**config.mk**
```make
export PLATFORM = sky130hd
export DESIGN_NAME = dmem_port_arbiter
export DESIGN_NICKNAME = d
export VERILOG_FILES = /design/src/rtl/dmem_port_arbiter.sv
export SDC_FILE = /design/constraint.sdc
export NUM_CORES = 1
export LEC_CHECK = 0
export CAP_MARGIN = 20
export CELL_PAD_IN_SITES_DETAIL_PLACEMENT = 0
export CELL_PAD_IN_SITES_GLOBAL_PLACEMENT = 2
export CORE_AREA = 2 2 119 121
export CTS_BUF_LIST = sky130_fd_sc_hd__clkbuf_4
export DETAILED_ROUTE_END_ITERATION = 8
export DIE_AREA = 0 0 121 123
export GPL_TIMING_DRIVEN = 1
export PLACE_DENSITY_LB_ADDON = 0.1
export SETUP_SLACK_MARGIN = 0.2
export SYNTH_ARGS = -nofsm -noshare
export SYNTH_HDL_FRONTEND = slang
export SYNTH_SLANG_ARGS = --single-unit
```
**constraint.sdc**
```tcl
create_clock -name clk -period 1.1 [get_ports clk]
set_input_delay 0.11 -clock clk [delete_from_list [all_inputs] [get_ports clk]]
set_output_delay 0.11 -clock clk [all_outputs]
set_load 0.02 [all_outputs]
```
**src/rtl/dmem_port_arbiter.sv**
```systemverilog
// dmem_port_arbiter
// Shares the single data-memory port between the CPU memory stage and one
// auxiliary master (debug / DMA loader).
//  - The CPU has priority in ST_CPU; the aux master can lock the port for a burst (ST_AUX).
//  - The grant is combinational from the current state and the requests.
//  - Read data comes back one cycle later. A registered read-owner tag steers
//    cpu_rvalid / aux_rvalid.
// Optional feature, enabled by defining DMEM_ARB_STARVE_GUARD_EN:
//  - A starvation counter forces one aux grant after AUX_WAIT_MAX refused cycles.
//  - Without the macro the CPU has strict priority, and the aux master may wait forever.
`timescale 1ns/1ps

module dmem_port_arbiter #(
    parameter int AUX_WAIT_MAX = 8,
    parameter int CNT_W        = 4
) (
    input  logic        clk,
    input  logic        rst,

    input  logic        cpu_req,
    input  logic [31:0] cpu_addr,
    input  logic [31:0] cpu_wdata,
    input  logic [3:0]  cpu_wr_en,
    output logic        cpu_stall,
    output logic [31:0] cpu_rdata,
    output logic        cpu_rvalid,

    input  logic        aux_req,
    input  logic        aux_lock,
    input  logic [31:0] aux_addr,
    input  logic [31:0] aux_wdata,
    input  logic [3:0]  aux_wr_en,
    output logic        aux_gnt,
    output logic [31:0] aux_rdata,
    output logic        aux_rvalid,

    output logic [31:0] mem_addr,
    output logic [31:0] mem_dout,
    output logic [3:0]  mem_wr_en,
    input  logic [31:0] mem_din
);

    typedef enum logic {
        ST_CPU,
        ST_AUX
    } state_t;

    typedef enum logic [1:0] {
        OWN_NONE,
        OWN_CPU,
        OWN_AUX
    } owner_t;

    state_t state;
    state_t next_state;
    owner_t rd_owner;
    owner_t next_owner;

    logic   cpu_gnt;
    logic   aux_sel;
    logic   force_aux;

`ifdef DMEM_ARB_STARVE_GUARD_EN
    localparam logic [CNT_W-1:0] WAIT_LIMIT = CNT_W'(AUX_WAIT_MAX);

    logic [CNT_W-1:0] starve_cnt;

    assign force_aux = (starve_cnt == WAIT_LIMIT) && aux_req;

    // Count cycles a pending aux request is refused. Saturate at the limit, and clear on any aux grant.
    always_ff @(posedge clk) begin
        if (!rst) begin
            starve_cnt <= '0;
        end else if (aux_gnt) begin
            starve_cnt <= '0;
        end else if (aux_req && (starve_cnt != WAIT_LIMIT)) begin
            starve_cnt <= starve_cnt + 1'b1;
        end
    end
`else
    logic [CNT_W-1:0] unused_wait_limit;

    assign force_aux         = 1'b0;
    assign unused_wait_limit = CNT_W'(AUX_WAIT_MAX);
`endif

    // Decide who owns the port this cycle and where the FSM goes next; nobody is granted while reset is held so no stray write reaches the RAM.
    always_comb begin
        cpu_gnt    = 1'b0;
        aux_sel    = 1'b0;
        next_state = state;
        if (rst) begin
            case (state)
                ST_CPU: begin
                    if (cpu_req && !force_aux) begin
                        cpu_gnt = 1'b1;
                    end else if (aux_req) begin
                        aux_sel    = 1'b1;
                        next_state = aux_lock ? ST_AUX : ST_CPU;
                    end
                end
                ST_AUX: begin
                    next_state = ST_CPU;
                    if (aux_req) begin
                        aux_sel = 1'b1;
                        if (aux_lock) begin
                            next_state = ST_AUX;
                        end
                    end else if (cpu_req && !force_aux) begin
                        cpu_gnt = 1'b1;
                    end
                end
                default: begin
                    next_state = ST_CPU;
                end
            endcase
        end
    end

    assign aux_gnt   = aux_req & aux_sel;
    assign cpu_stall = cpu_req & ~cpu_gnt;

    // Steer the granted master onto the RAM port; an idle port presents all zeros.
    always_comb begin
        mem_addr  = '0;
        mem_dout  = '0;
        mem_wr_en = 4'b0000;
        if (cpu_gnt) begin
            mem_addr  = cpu_addr;
            mem_dout  = cpu_wdata;
            mem_wr_en = cpu_wr_en;
        end else if (aux_gnt) begin
            mem_addr  = aux_addr;
            mem_dout  = aux_wdata;
            mem_wr_en = aux_wr_en;
        end
    end

    // Tag which master issued a read this cycle so its data can be claimed next cycle; writes complete silently.
    always_comb begin
        next_owner = OWN_NONE;
        if (cpu_gnt && (cpu_wr_en == 4'b0000)) begin
            next_owner = OWN_CPU;
        end else if (aux_gnt && (aux_wr_en == 4'b0000)) begin
            next_owner = OWN_AUX;
        end
    end

    // Arbitration state and read-owner tag; reset drops any burst and any read still in flight.
    always_ff @(posedge clk) begin
        if (!rst) begin
            state    <= ST_CPU;
            rd_owner <= OWN_NONE;
        end else begin
            state    <= next_state;
            rd_owner <= next_owner;
        end
    end

    assign cpu_rvalid = (rd_owner == OWN_CPU);
    assign aux_rvalid = (rd_owner == OWN_AUX);
    assign cpu_rdata  = mem_din;
    assign aux_rdata  = mem_din;

endmodule

```
==> impl_metrics.tcl <==
set metrics [dict create \
    status "finished, violations left" \
    violations "setup timing" \
    synth_fp_nets 335 \
    setup_viol 71 \
    postRouteAntennaNets 0 \
    p_total_mw 2.28 \
    grt_max_degree 18 \
    tightest_slew_ns 0.263 \
    cp_max_fo 8 \
    drive_gt1_share_pct 57.6 \
    path_class "reg2out" \
    critical_path.cell_chain "inv_2 -> a21oi_4 -> buf_6 -> buf_16 -> buf_6 -> a22o_4 -> buf_6" \
    place_hpwl_um 7730 \
    cap_violations 0 \
    post-synth-top-area-fraction_pct 44.6 \
    ys_ff_latch 3 \
    grt_pass1_wl_um 14100 \
    grt_pass1_vias 2249 \
    synthTopCellsByArea "a22o_1 45%, buf_4 36%, buf_6 5.9%" \
    hp-class "in2out" \
    yosys_warnings 0 \
    relSlewSlack_pct 82.3 \
    start_kind "flip-flop" \
    num-nets-final 523 \
    synth_area_um2 1340 \
    critical_path_required_ns 0.99 \
    dieArea_um2 14900 \
    die_w_um 121 \
    wl_per_cell_um 19.2 \
    cts.clk_slew.worst_paths_ns 0.03 \
    insertedDiodeCount 0 \
    drt_first_pass_iters 3 \
    worst-path-buf-inv 5 \
    drc 0 \
    rows 43 \
    antenna_found_initial 0 \
    avgSynthCellArea_um2 8.25 \
    crit_family "buffers and inverters" \
    peakVddDrop_mv 0.158 \
    cts_tree "yes" \
    rsz0062_at_grt "yes" \
    start_util_pct 9.82 \
    met1_length_um 3700 \
    worstSkewPairLatency_ns 0.23 \
    dr_wl_met3_um 1370 \
    globalplace.congestion 0.662 \
    first_iter_violations 26 \
    met2_length_um 4930 \
    clock_skew_ns 0.00160 \
    setup_slack_ns -0.478 \
    cts_root_buf "clkbuf_4" \
    area_delta_synth_final_pct 245 \
    end_kind "output port" \
    ys_types 12 \
    ys_top_cells_by_count "68 x a22o_1, 64 x buf_4, 7 x buf_2, 7 x buf_6" \
    io_buffers 212 \
    powerDensity_nw_per_um2 494 \
    drv_slew 0 \
    postSynthCellCount 162 \
    post-route-util_pct 33.9 \
    grt_use_total_pct 12.6 \
    power_leakage_nw 2.06 \
    dominantRegCellSynth "dfxtp_1" \
    ys_seq_area_share_pct 4.49 \
    die_h_um 123 \
    fin_crit_ns 1.58 \
    io_pins 309 \
    numCtsBuffers 3 \
    cts_max_level 1 \
    max-clock-path-buffers 2 \
    hold_buffers 0 \
    num_vias 2058 \
    synth_area_leader_cell "a22o_1" \
    top_layer "met4" \
    max_freq_ghz 0.634 \
    wirelength_um 10200 \
    cp_slowest_cell "dfxtp_2" \
    yosysMostFrequentCell "a22o_1" \
    avgViaCountPerCell 3.89 \
    grt_remaining_overflow 0 \
    nFillCells 1383 \
    clkSinkCount 3 \
    ys_async_sr_fraction_pct 0 \
    synth-edff-count 0 \
    critPathMaxStageDelay_ns 0.35 \
    critPathArrivalTime_ns 1.47 \
    period_share_pct 143 \
    finalHoldViolations 0 \
    coreArea_um2 13600 \
    crit_top_cell "buf_6" \
]
final cells by class:
| class | count | area, um^2 | area share [%] |
|---|---|---|---|
| clock buffers | 4 | 30.0 | 0.651 |
| inverters | 1 | 3.75 | 0.0814 |
| multi-input cells | 80 | 1280 | 27.9 |
| flip-flops and latches | 3 | 63.8 | 1.38 |
| well taps | 180 | 225 | 4.88 |
| repair buffers | 261 | 3000 | 65.1 |
cell families (layout without fill, tap and decap cells):
kind of cell,Yosys count,in the layout,synth area share [%]
buf+inv,79,266,44.8
compound gates,70,70,46.4
flops,3,3,4.49
simple gates,10,10,4.31
report_power, final:
group          internal [mW]  total [mW]  switching (mW)
clock                  0.160       0.215          0.0545
combinational           1.25        1.95           0.696
sequential             0.111       0.113         0.00169
total                   1.52        2.28           0.753
repair_timing:
action                     in CTS  in global routing
resized for setup             469                  8
cloned                         10                  0
setup endpoints to repair      75                 75
pin swaps                       3                  3
buffers inserted               18                  2
sequential cells by signal, indices dropped and copies added, names as in the netlist:
| name | cells |
|---|---|
| state | 1 |
| rd_owner | 2 |
layout by cell type (no fill, tap or decap), drive strengths merged:
| master | Yosys | layout |
|---|---|---|
| dfxtp | 3 | 3 |
| nor4 | 2 | 2 |
| nor2b | 3 | 3 |
| a21oi | 2 | 2 |
| buf | 78 | 121 |
| and2 | 3 | 3 |
| clkbuf | 0 | 4 |
| dlygate4sd2 | 0 | 3 |
| a22o | 68 | 68 |
| inv | 1 | 1 |
| clkdlybuf4s50 | 0 | 137 |
| nand2 | 2 | 2 |
path summary, 6_finish.rpt:
path | from | endpoint | slack (ns) | cells past startpoint
setup reg to reg | state | rd_owner[1] | -0.02 | 5
setup / recovery | state | mem_dout[14] | -0.48 | 7
hold / removal | mem_din[10] | aux_rdata[10] | 0.22 | 0
hold reg to reg | state | state | 0.90 | 5
through the flow:
stage                     hold WS, ns  TNS, ns  instance area [um^2]  setup WS, ns  cells
after floorplan                 0.237   -0.632                  1940       -0.0102    162
after global placement          0.220   -71.81                  3890         -1.07    495
after detailed placement        0.220   -72.46                  3890         -1.07    495
after CTS                       0.220   -31.07                  4540        -0.539    527
after global routing            0.220   -33.39                  4610        -0.549    529
final                           0.220   -29.12                  4610        -0.478    529
layer usage:
layer,vias to the layer above,track usage [%]
met5,-,0
met4,0,3.49
met3,13,5.49
met2,194,22.6
met1,915,13.5
li1,936,-
Power figures use the tool's default switching activity.
